--- src/rtl/eng_controller.sv ---
// Moore sequencer for the exponential-engine datapath: steps the term/result
// registers through x^k/k! accumulation and stops on counter carry or watchdog.
module eng_controller #(
   parameter int unsigned MAX_ITER = 15
) (
   input  logic clk,
   input  logic rst,
   input  logic start,
   input  logic co,
   output logic zx,
   output logic initx,
   output logic ldx,
   output logic zt,
   output logic initt,
   output logic ldt,
   output logic zr,
   output logic initr,
   output logic ldr,
   output logic zc,
   output logic ldc,
   output logic enc,
   output logic s,
   output logic busy,
   output logic done,
   output logic err
);

   typedef enum logic [2:0] {
      S_IDLE,
      S_LOAD,
      S_MULX,
      S_MULC,
      S_ACC,
      S_DONE,
      S_ERR,
      S_WAIT
   } state_t;

   localparam logic [3:0] ITER_LIMIT = 4'(MAX_ITER);

   state_t     state_q, state_d;
   logic [3:0] it_q, it_d;
   logic       err_q, err_d;
   logic [3:0] it_inc;

   assign it_inc = it_q + 4'd1;

   always_ff @(posedge clk or negedge rst) begin
      if (!rst) begin
         state_q <= S_IDLE;
         it_q    <= 4'd0;
         err_q   <= 1'b0;
      end else begin
         state_q <= state_d;
         it_q    <= it_d;
         err_q   <= err_d;
      end
   end

   always_comb begin
      state_d = state_q;
      it_d    = it_q;
      err_d   = err_q;
      case (state_q)
         S_IDLE: if (start) state_d = S_LOAD;
         S_LOAD: begin
            it_d    = 4'd0;
            err_d   = 1'b0;
            state_d = S_MULX;
         end
         S_MULX: state_d = S_MULC;
         S_MULC: state_d = S_ACC;
         // carry takes priority over the watchdog when both land on the same ACC
         S_ACC: begin
            it_d = it_inc;
            if (co)                        state_d = S_DONE;
            else if (it_inc == ITER_LIMIT) state_d = S_ERR;
            else                           state_d = S_MULX;
         end
         S_DONE: state_d = S_WAIT;
         S_ERR: begin
            err_d   = 1'b1;
            state_d = S_WAIT;
         end
         S_WAIT: if (!start) state_d = S_IDLE;
         default: state_d = S_IDLE;
      endcase
   end

   always_comb begin
      zx    = 1'b0;
      initx = 1'b0;
      ldx   = 1'b0;
      zt    = 1'b0;
      initt = 1'b0;
      ldt   = 1'b0;
      zr    = 1'b0;
      initr = 1'b0;
      ldr   = 1'b0;
      zc    = 1'b0;
      ldc   = 1'b0;
      enc   = 1'b0;
      s     = 1'b0;
      done  = 1'b0;
      busy  = (state_q != S_IDLE) && (state_q != S_WAIT);
      case (state_q)
         S_LOAD: begin
            ldx   = 1'b1;
            initt = 1'b1;
            initr = 1'b1;
            zc    = 1'b1;
         end
         S_MULX: ldt = 1'b1;
         S_MULC: begin
            s   = 1'b1;
            ldt = 1'b1;
         end
         S_ACC: begin
            ldr = 1'b1;
            enc = 1'b1;
         end
         S_DONE,
         S_ERR:  done = 1'b1;
         default: ;
      endcase
   end

   assign err = err_q;

endmodule
--- config.mk ---
export PLATFORM = sky130hd
export DESIGN_NAME = eng_controller
export DESIGN_NICKNAME = d
export VERILOG_FILES = /design/src/rtl/eng_controller.sv
export SDC_FILE = /design/constraint.sdc
export NUM_CORES = 1
export LEC_CHECK = 0
export ABC_AREA = 1
export BUFFER_PORTS_ARGS = -buffer_cell sky130_fd_sc_hd__buf_2
export CAP_MARGIN = 5
export CORE_AREA = 5 5 42 44
export CTS_BUF_LIST = sky130_fd_sc_hd__clkbuf_4 sky130_fd_sc_hd__clkbuf_8
export CTS_CLUSTER_DIAMETER = 120
export DETAILED_ROUTE_END_ITERATION = 8
export DIE_AREA = 0 0 47 49
export HOLD_SLACK_MARGIN = 0.03
export PLACE_DENSITY = 0.67
export SETUP_SLACK_MARGIN = 0.15
export SLEW_MARGIN = 30
export SYNTH_ARGS = -nofsm -noshare
export SYNTH_HDL_FRONTEND = slang
export SYNTH_SLANG_ARGS = --single-unit
export TNS_END_PERCENT = 5
--- constraint.sdc ---
create_clock -name clk -period 1.35 [get_ports clk]
set_clock_uncertainty 0.1 [all_clocks]
set_input_delay 0.2025 -clock clk [delete_from_list [all_inputs] [get_ports clk]]
set_output_delay 0.2025 -clock clk [all_outputs]
set_load 0.005 [all_outputs]
# Word level (Yosys, flattened, before mapping)
# Cells that the tools add are included.
dict set report totals {
  reg_bits 8
  inputBits 4
  output_inout_bits 16
}
dict set report op_classes {
  n_addsub 1
  n_eq_ne 11
  muxes 12
  n_reduce_logical 8
}
# op count
set ops {}
lappend ops {{$pmux W3 S7} 1}
lappend ops {{$eq A3 B3 Y1 const B} 4}
lappend ops {{$mux W3} 4}
lappend ops {{$pmux W4 S2} 1}
lappend ops {{$eq A3 B2 Y1 const B} 2}
lappend ops {{$mux W1} 5}
lappend ops {{$add A4 B1 Y4 const B} 1}
lappend ops {{$eq A4 B4 Y1 const B} 1}
lappend ops {{$ne A2 B2 Y1 const B} 2}
lappend ops {{$reduce_bool A2 Y1} 2}
lappend ops {{$reduce_or A2 Y1} 2}
lappend ops {{$eq A3 B1 Y1 const B} 1}
lappend ops {{$logic_not A3 Y1} 1}
lappend ops {{$ne A3 B3 Y1 const B} 1}
lappend ops {{$reduce_bool A3 Y1} 1}
lappend ops {{$pmux W1 S2} 1}
lappend ops {{$reduce_and A2 Y1} 1}
lappend ops {{$logic_and A1 B1 Y1} 1}

# Longest topological paths before layout
# Gate-level depths: netlist of run 1.
dict set report depth {
  depth_word 5
  mapped_depth 9
}

# Least setup slack after synthesis of run 1
# No wires, ideal clock.
dict set report synth_path {
  path_type {register to output}
  from {register state_q[2]}
  to {output initt}
  t_arrival_ns 0.915
  t_required_ns 1.048
  setup_slack_ns 0.132
  path_stages_with_launch 5
  n_path_buf 1
  cell_sequence {dfrtp_1 inv_2 nand3_1 inv_1 buf_4}
}
dict set report synth_between {
  elab_chain_cells 2
}
# item line
set synth_rtl {}
lappend synth_rtl {{from (decl)} 41} ;# state_t state_q, state_d;
lappend synth_rtl {{from (signal assigned)} 54} ;# state_q <= state_d;
lappend synth_rtl {{$eq A3 B1 Y1} --}
lappend synth_rtl {{$mux W1} --}
lappend synth_rtl {{to (decl)} 14} ;# output logic initt,
# No other way between the ends.

# Final worst setup path of run 1
dict set report layout_path {
  from {register state_q[0]}
  to {output ldr}
}
dict set report layout_between {
  elab_chain_cells 2
}
# item line
set layout_rtl {}
lappend layout_rtl {{$eq A3 B3 Y1} 106} ;# case (state_q)
lappend layout_rtl {{$mux W1} 106}
lappend layout_rtl {{to (decl)} 18} ;# output logic ldr,
# No other way between the ends.

==> impl_metrics.env, run 1 <==
export IMPL_die_y_um=49
export IMPL_required_ns=1.05
export IMPL_status="finished, violations left"
export IMPL_path_max_fanout=4
export IMPL_root_buffer="clkbuf_4"
export IMPL_clk_pin_slew_worst_paths_ns=0.05
export IMPL_drc=0
export IMPL_wl_per_cell_um=10.71
export IMPL_hold_path_class="input pin to flop"
export IMPL_placed_area_um2=580.6
export IMPL_leakage_nw=0.3667
export IMPL_first_iter_violations=7
export IMPL_grt_usage_pct=11.91
export IMPL_power_mw=1.513
export IMPL_critPathKind="flop to output port"
export IMPL_r2r_start="state_q[0]"
export IMPL_final_area_um2=701.9
export IMPL_min_period_over_period_pct=105.6
export IMPL_final_antenna_net_count=0
export IMPL_grt_max_degree=9
export IMPL_fin_ws_ns=-0.07510
export IMPL_wl_mm=1.167
export IMPL_ys_types=19
export IMPL_critPathLaunchType="flop"
export IMPL_synthTopCellsByArea="dfrtp_1, buf_4, nand2_1, inv_1, nor2_1"
export IMPL_place_ws_ns=0.08193
export IMPL_cts_made_buffers=3
export IMPL_syn_area_um2=535.5
export IMPL_end_kind="output port"
export IMPL_die_w_um=47
export IMPL_fillerInstances=144
export IMPL_io_buffers=14
export IMPL_fin_nets=101
export IMPL_pwr_density_cell_nw_per_um2=2156
export IMPL_reg2reg_to="it_q[2]"
export IMPL_ys_ff_latch=8
export IMPL_drive_gt1_share_pct=46.24
export IMPL_cts_tree="done"
export IMPL_tns_ns=-0.5231
export IMPL_hold_viol=0
export IMPL_min_period_ns=1.425
export IMPL_fp_coreArea_um2=1401
export IMPL_max_freq_mhz=701.7
export IMPL_final_cells=109
export IMPL_post_drt_via_cell_ratio=4.651
export IMPL_ir_drop_uv=940.2
export IMPL_yosysTopAreaCellShare_pct=37.38
export IMPL_clock_sinks=8
export IMPL_htreeDepth=1
export IMPL_ys_seq_area_share_pct=37.38
export IMPL_syn_inst=73
export IMPL_setup_viol=8
export IMPL_dieArea_um2=2303
export IMPL_syn_to_final_growth_pct=31.07
export IMPL_hold_ws_ns=0.1018
export IMPL_grt_pass1_wl_mm=2.028
export IMPL_placementRows=14
export IMPL_synth_avg_cell_area_um2=7.336
export IMPL_clockBufferDepth=2
export IMPL_r2r_slack_ns=0.01
export IMPL_start_util_pct=38.21
export IMPL_yosys_area_top_type="dfrtp_1"
export IMPL_first_pass_iters=4
export IMPL_vias=507
export IMPL_boundaryPins=20
export IMPL_ys_warn_count=0
export IMPL_diodes=0
export IMPL_slew_viol_final=0
export IMPL_clk_latency_ns=0.25
export IMPL_crit_start="state_q[0]"
export IMPL_place_congestion=0.8084
export IMPL_dp_hpwl_um=813.5
export IMPL_placed_cells=99
export IMPL_crit_arrival_ns=1.12
export IMPL_post_route_util_pct=50.09
export IMPL_grt_overflow_total=0
export IMPL_cap_violations=0
export IMPL_grt_pass1_vias=489
export IMPL_violations="setup timing"
export IMPL_ff2ff_path_depth=6
export IMPL_grt_antenna_before_repair=0
export IMPL_rsz0062_at_grt="true"
export IMPL_cp_endpoint="ldr"
-- worst max-delay path, cell delays in order, from the launching register on --
cell and delay (ns):
dfrtp_2 0.44, nor2_4 0.16, nand2_2 0.09, inv_2 0.07, buf_2 0.11
-- area by class of cell --
class	instances	area [um2]	share of cell area (%)
flip-flops and latches	8	203.9	29.06
well taps	16	20.02	2.852
clock buffers	3	22.52	3.209
multi-input cells	49	272.8	38.86
inverters	11	46.29	6.595
repair buffers	22	136.4	19.43
-- state kept, by name, indices dropped and copies added, names as in the netlist --
signal and cells:
it_q 4, err 1, state_q 3
-- where the power goes --
group | total [mW] | switching [mW] | internal, mW
Clock | 0.184 | 0.0824 | 0.102
Sequential | 0.465 | 0.121 | 0.344
Combinational | 0.864 | 0.464 | 0.399
-- layout by cell type (no fill, tap or decap), types with 2 or more instances in the layout --
cell type,n
nand2_1,14
buf_2,14
nor2_1,6
buf_4,6
inv_2,5
inv_1,5
conb_1,5
dfrtp_1,5
nand2_2,3
o21ai_0,3
o21ai_1,3
clkbuf_4,3
dfrtp_2,3
o21ai_2,2
nand3_1,2
-- worst min path at each step --
stage	from	to	slack (ns)	depth (start not counted)
after floorplan	rst	err	-0.19	0
after global placement	rst	it_q[3]	-0.05	1
after detailed placement	rst	it_q[3]	-0.04	1
after CTS	start	state_q[1]	0.10	3
after global routing	start	state_q[1]	0.12	3
final	start	state_q[1]	0.10	3
-- kinds of logic after synthesis --
logic type	after synthesis	share of synthesized area, %
AOI/OAI and AO/OA	11	11.68
DFF	8	37.38
other	1	0.7003
buffers and inverters	20	20.33
and+or+nand+nor	31	25.24
adders and majority gates	2	4.672
-- Yosys cell counts, drive strengths merged --
master	number
conb	1
nand2	17
o22ai	1
buf	9
nand3	3
a21oi	1
o31ai	1
inv	11
ha	2
o21ai	8
nor3	2
nand4	1
nor2	8
dfrtp	8
-- timing repair --
action / 4_1_cts / 5_1_grt
setup endpoints to repair: 15 / 17
pin swaps: 10 / 2
buffers inserted: 6 / 0
hold endpoints to repair: 8 / 0
hold buffers: 1 / 0
resized for setup: 17 / 4
-- layer usage --
metal	share of wire [%]	GRT usage, %
met2	50	18.10
met5	0	0
met3	7.8	4.428
met1	41	14.61
met4	1.0	5.069
(Power assumes the default switching activity.)
==> inputs of run 2 (changes only) <==
Settings changed: ABC_AREA 1 to unset, PLACE_DENSITY 0.67 to 0.72.
==> run 2 against run 1 <==
- the flow still finishes with violations (setup timing)
- maximum frequency fell by 7.4%
- critical endpoint is now busy
- worst hold slack better by 0.034 ns
- sequential share of layout area down 3.4 points
- synthesized cell count is 6.8% lower
- count of clock-buffer cells in the layout stayed put
- first-iteration DRC count rose by 43%
- flip-flop and latch count stayed put
==> impl_metrics.env, run 2 <==
export IMPL_status="finished, violations left"
export IMPL_yosys_area_top_type="dfrtp_1"
export IMPL_htreeDepth=1
export IMPL_first_iter_violations=10
export IMPL_leakage_nw=0.4022
export IMPL_syn_to_final_growth_pct=33.05
export IMPL_clk_latency_ns=0.27
export IMPL_yosysTopAreaCellShare_pct=33.47
export IMPL_fin_ws_ns=-0.1887
export IMPL_grt_antenna_before_repair=0
export IMPL_post_route_util_pct=56.79
export IMPL_synth_most_common_cell="buf_4"
export IMPL_min_period_over_period_pct=114.0
export IMPL_ys_warn_count=0
export IMPL_root_buffer="clkbuf_4"
export IMPL_hold_viol=0
export IMPL_wl_mm=1.436
export IMPL_drive_gt1_share_pct=45.05
export IMPL_path_max_fanout=6
export IMPL_ys_seq_area_share_pct=33.47
export IMPL_boundaryPins=20
export IMPL_grt_pass1_wl_mm=2.435
export IMPL_async_flop_share_pct=100.0
export IMPL_fp_coreArea_um2=1401
export IMPL_diodes=0
export IMPL_final_cell_mix="buf_2, buf_4, conb_1, dfrtp_1, buf_6"
export IMPL_die_y_um=49
export IMPL_cts_made_buffers=3
export IMPL_io_buffers=14
export IMPL_dieArea_um2=2303
export IMPL_slew_viol_final=0
export IMPL_cap_violations=0
export IMPL_pwr_density_cell_nw_per_um2=2232
export IMPL_max_freq_mhz=649.9
export IMPL_drc=0
export IMPL_cts_tree="done"
export IMPL_clockBufferDepth=2
export IMPL_synth_commonest_cells="buf_4, dfrtp_1, inv_1, nor2_1"
export IMPL_clock_sinks=8
export IMPL_grt_overflow_total=0
export IMPL_placed_cells=99
export IMPL_clk_pin_slew_worst_paths_ns=0.06
export IMPL_ys_ff_latch=8
export IMPL_synth_avg_cell_area_um2=8.795
export IMPL_largest_reg_flops=4
export IMPL_synth_edff_count=0
export IMPL_syn_area_um2=598.1
export IMPL_wl_per_cell_um=13.42
export IMPL_tns_ns=-1.241
export IMPL_start_util_pct=42.68
export IMPL_final_common_cell="buf_2"
export IMPL_critPathLaunchType="flop"
export IMPL_crit_arrival_ns=1.24
export IMPL_regMostFlops="it_q"
export IMPL_ir_drop_uv=1147
export IMPL_violations="setup timing"
export IMPL_place_ws_ns=-0.05641
export IMPL_critPathKind="flop to output port"
export IMPL_setup_viol=13
export IMPL_rsz0062_at_grt="true"
export IMPL_hold_path_class="input pin to flop"
export IMPL_vias=569
export IMPL_min_period_ns=1.539
export IMPL_grt_usage_pct=14.68
export IMPL_grt_pass1_vias=570
export IMPL_yosys_most_used_dff="dfrtp_1"
export IMPL_die_w_um=47
export IMPL_place_congestion=0.7270
export IMPL_end_kind="output port"
export IMPL_required_ns=1.05
export IMPL_placementRows=14
export IMPL_ys_types=29
export IMPL_first_pass_iters=4
export IMPL_post_drt_via_cell_ratio=5.318
export IMPL_final_antenna_net_count=0
export IMPL_fin_nets=99
export IMPL_grt_max_degree=9
export IMPL_dp_hpwl_um=960.5
export IMPL_final_cells=107
export IMPL_syn_inst=68
export IMPL_synthTopCellsByArea="dfrtp_1, buf_4, ha_1, a21oi_1, o21ai_0"
-- run 2: cell type report --
class / instances / area [um2]
Inverter: 5 / 18.77
Clock buffer: 3 / 22.52
Fill cell: 120 / 605.6
Tap cell: 16 / 20.02
Multi-Input combinational cell: 47 / 334.1
Sequential cell: 8 / 203.9
Timing Repair Buffer: 28 / 196.4
-- run 2: path summary, 6_finish.rpt --
check,slack [ns],end,cells after the start,from
worst min register to register,0.44,it_q[2],1,it_q[2]
worst max-delay path,-0.19,busy,4,state_q[1]
worst max register to register,-0.06,state_q[2],5,it_q[0]
worst min-delay path,0.14,state_q[1],3,start
min in group asynchronous,0.20,err,2,rst
max in group asynchronous,0.76,state_q[2],2,rst
-- run 2: what timing repair did --
item | CTS | global route
endpoints found under the setup margin | 14 | 18
endpoints found under the hold margin | 8 | 0
gates resized for setup | 12 | 4
setup buffers | 4 | 0
pin swaps | 5 | 5
hold buffers | 1 | 0
-- run 2: critical path, cell delays in order (launching register included) --
cell	delay (ns)
dfrtp_2	0.46
buf_6	0.16
and3_4	0.16
nor2_2	0.07
buf_2	0.12
-- run 2: layer usage --
layer	global-route usage (%)	wire, um	share of wire (%)	vias up
li1	-	-	-	271
met1	17.53	564	39	274
met2	22.40	740	52	19
met3	3.321	78	5.4	5
met4	9.677	53	3.7	0
met5	0	0	0	-
-- run 2: where the power goes --
group	internal (mW)	switching (mW)	total, mW	leakage, nW
combinational	0.599	0.510	1.11	0.295
sequential	0.335	0.133	0.468	0.0935
clock	0.103	0.0966	0.199	0.0138
total	1.04	0.739	1.78	0.402
-- run 2: logic make-up (layout without fill, tap and decap cells) --
logic type,Yosys count,in the layout,share of synthesized area [%]
adders and majority gates,2,2,4.183
and+or+nand+nor,22,22,23.43
DFF,8,8,33.47
AOI/OAI and AO/OA,15,15,16.32
other,1,5,0.6270
muxes,1,1,1.674
buffers and inverters,17,36,17.36
xor gates and xnor gates,2,2,2.929
-- run 2: stage by stage --
step | cell area, um2 | hold WS (ns) | power, mW
after floorplan | 613.1 | -0.1931 | 0.9946
after global placement | 685.7 | -0.04268 | 1.293
final | 795.8 | 0.1361 | 1.776
after CTS | 787.0 | 0.1208 | 1.721
after detailed placement | 685.7 | -0.04092 | 1.318
after global routing | 795.8 | 0.1590 | 1.906
==> inputs of run 3 (changes only) <==
Settings changed: SKIP_CTS_REPAIR_TIMING set to 1.
==> run 3 against run 2 <==
- the flow still finishes with violations (setup timing)
- sequential power hardly changed
- core utilization decreased by 0.62 points
- non-clock buffer count increased by 1
- critical endpoint unchanged
- count of clock-buffer cells in the layout unchanged
- global-route usage fell by 2.1 points
- maximum frequency decreased by 0.68%
- critical path depth unchanged
- clock power is essentially flat
- sequential share of layout area up 0.29 points
==> impl_metrics.env, run 3 (synthesis gave the netlist of run 2 again) <==
export IMPL_slew_viol_final=0
export IMPL_critPathLaunchType="flop"
export IMPL_critical_path_max_stage_delay_ns=0.46
export IMPL_cp_endpoint="busy"
export IMPL_path_max_fanout=6
export IMPL_final_antenna_net_count=0
export IMPL_reg2reg_to="state_q[2]"
export IMPL_die_w_um=47
export IMPL_pwr_density_cell_nw_per_um2=2207
export IMPL_end_kind="output port"
export IMPL_rsz0062_at_grt="true"
export IMPL_status="finished, violations left"
export IMPL_critPathBufInv=2
export IMPL_crit_family="flip-flops"
export IMPL_cts_made_buffers=3
export IMPL_required_ns=1.05
export IMPL_htreeDepth=1
export IMPL_cts_tree="done"
export IMPL_place_congestion=0.7270
export IMPL_hold_path_class="input pin to flop"
export IMPL_fin_nets=100
export IMPL_r2r_slack_ns=-0.05
export IMPL_die_y_um=49
export IMPL_drc=0
export IMPL_place_ws_ns=-0.05641
export IMPL_grt_overflow_total=0
export IMPL_fp_coreArea_um2=1401
export IMPL_ff2ff_path_depth=5
export IMPL_grt_max_degree=9
export IMPL_violations="setup timing"
export IMPL_wl_mm=1.429
export IMPL_crit_arrival_ns=1.25
export IMPL_grt_antenna_before_repair=0
export IMPL_critPathKind="flop to output port"
export IMPL_ir_drop_uv=1181
export IMPL_crit_start="state_q[1]"
export IMPL_max_freq_mhz=645.5
export IMPL_grt_pass1_vias=481
export IMPL_start_util_pct=42.68
export IMPL_placementRows=14
export IMPL_grt_usage_pct=12.62
export IMPL_hold_viol=0
export IMPL_post_drt_via_cell_ratio=5.194
export IMPL_io_buffers=14
export IMPL_r2r_start="it_q[0]"
export IMPL_cap_violations=0
export IMPL_clk_latency_ns=0.27
export IMPL_hold_ws_ns=0.1318
export IMPL_final_cell_mix="buf_2, buf_4, nor2_1, conb_1, dfrtp_1"
export IMPL_diodes=0
export IMPL_min_period_over_period_pct=114.8
export IMPL_min_period_ns=1.549
export IMPL_boundaryPins=20
export IMPL_worst_path_stages=4
export IMPL_clockBufferDepth=2
export IMPL_vias=561
export IMPL_cpMaxStageDelayCell="dfrtp_2"
export IMPL_placed_cells=99
export IMPL_clock_sinks=8
export IMPL_setup_viol=13
export IMPL_wl_per_cell_um=13.23
export IMPL_first_pass_iters=4
export IMPL_power_mw=1.737
export IMPL_leakage_nw=0.4014
export IMPL_clk_pin_slew_worst_paths_ns=0.06
export IMPL_dp_hpwl_um=960.5
export IMPL_final_cells=108
export IMPL_largest_reg_flops=4
export IMPL_fillerInstances=119
export IMPL_regMostFlops="it_q"
export IMPL_fin_ws_ns=-0.1992
export IMPL_drive_gt1_share_pct=43.48
export IMPL_root_buffer="clkbuf_4"
export IMPL_syn_to_final_growth_pct=31.59
export IMPL_crit_chain="buf_6 -> nor3_2 -> nor2_1 -> buf_2"
export IMPL_first_iter_violations=6
export IMPL_final_common_cell="buf_2"
export IMPL_grt_pass1_wl_mm=2.070
export IMPL_dieArea_um2=2303
-- run 3: layer usage --
layer / up-vias / routed length [um] / track usage, %
li1: 272 / - / -
met1: 273 / 590 / 15.96
met2: 13 / 729 / 18.10
met3: 3 / 71 / 3.321
met4: 0 / 38 / 8.295
met5: - / 0 / 0
-- run 3: area by class of cell --
class | instances | area, um2 | share of cell area, %
Multi-Input combinational cell | 47 | 325.3 | 41.34
Tap cell | 16 | 20.02 | 2.544
Timing Repair Buffer | 29 | 196.4 | 24.96
Sequential cell | 8 | 203.9 | 25.91
Clock buffer | 3 | 22.52 | 2.862
Inverter | 5 | 18.77 | 2.385
-- run 3: where the power goes --
| group | switching, mW | internal (mW) | total, mW |
|---|---|---|---|
| clock | 0.0962 | 0.103 | 0.199 |
| combinational | 0.486 | 0.583 | 1.07 |
| sequential | 0.133 | 0.335 | 0.469 |
-- run 3: how the worst min path moves through the flow --
stage | slack, ns | cells past startpoint | to | from
finish | 0.13 | 3 | state_q[1] | start
detailed placement | -0.04 | 1 | it_q[1] | rst
global route | 0.15 | 3 | state_q[1] | start
global placement | -0.04 | 1 | it_q[1] | rst
CTS | -0.33 | 1 | err | rst
floorplan | -0.19 | 0 | err | rst
-- run 3: tightest hold or removal path: stages --
cell and delay, ns:
buf_2 0.11, a21oi_1 0.07, nor2_1 0.09
-- run 3: stage by stage --
step	utilization (%)	setup TNS [ns]	area [um2]
final	56.16	-1.468	787.0
after CTS	50.54	-1.839	708.2
after floorplan	-	-0.01723	613.1
after detailed placement	48.93	-0.05641	685.7
after global placement	48.93	-0.0003758	685.7
after global routing	56.16	-2.209	787.0
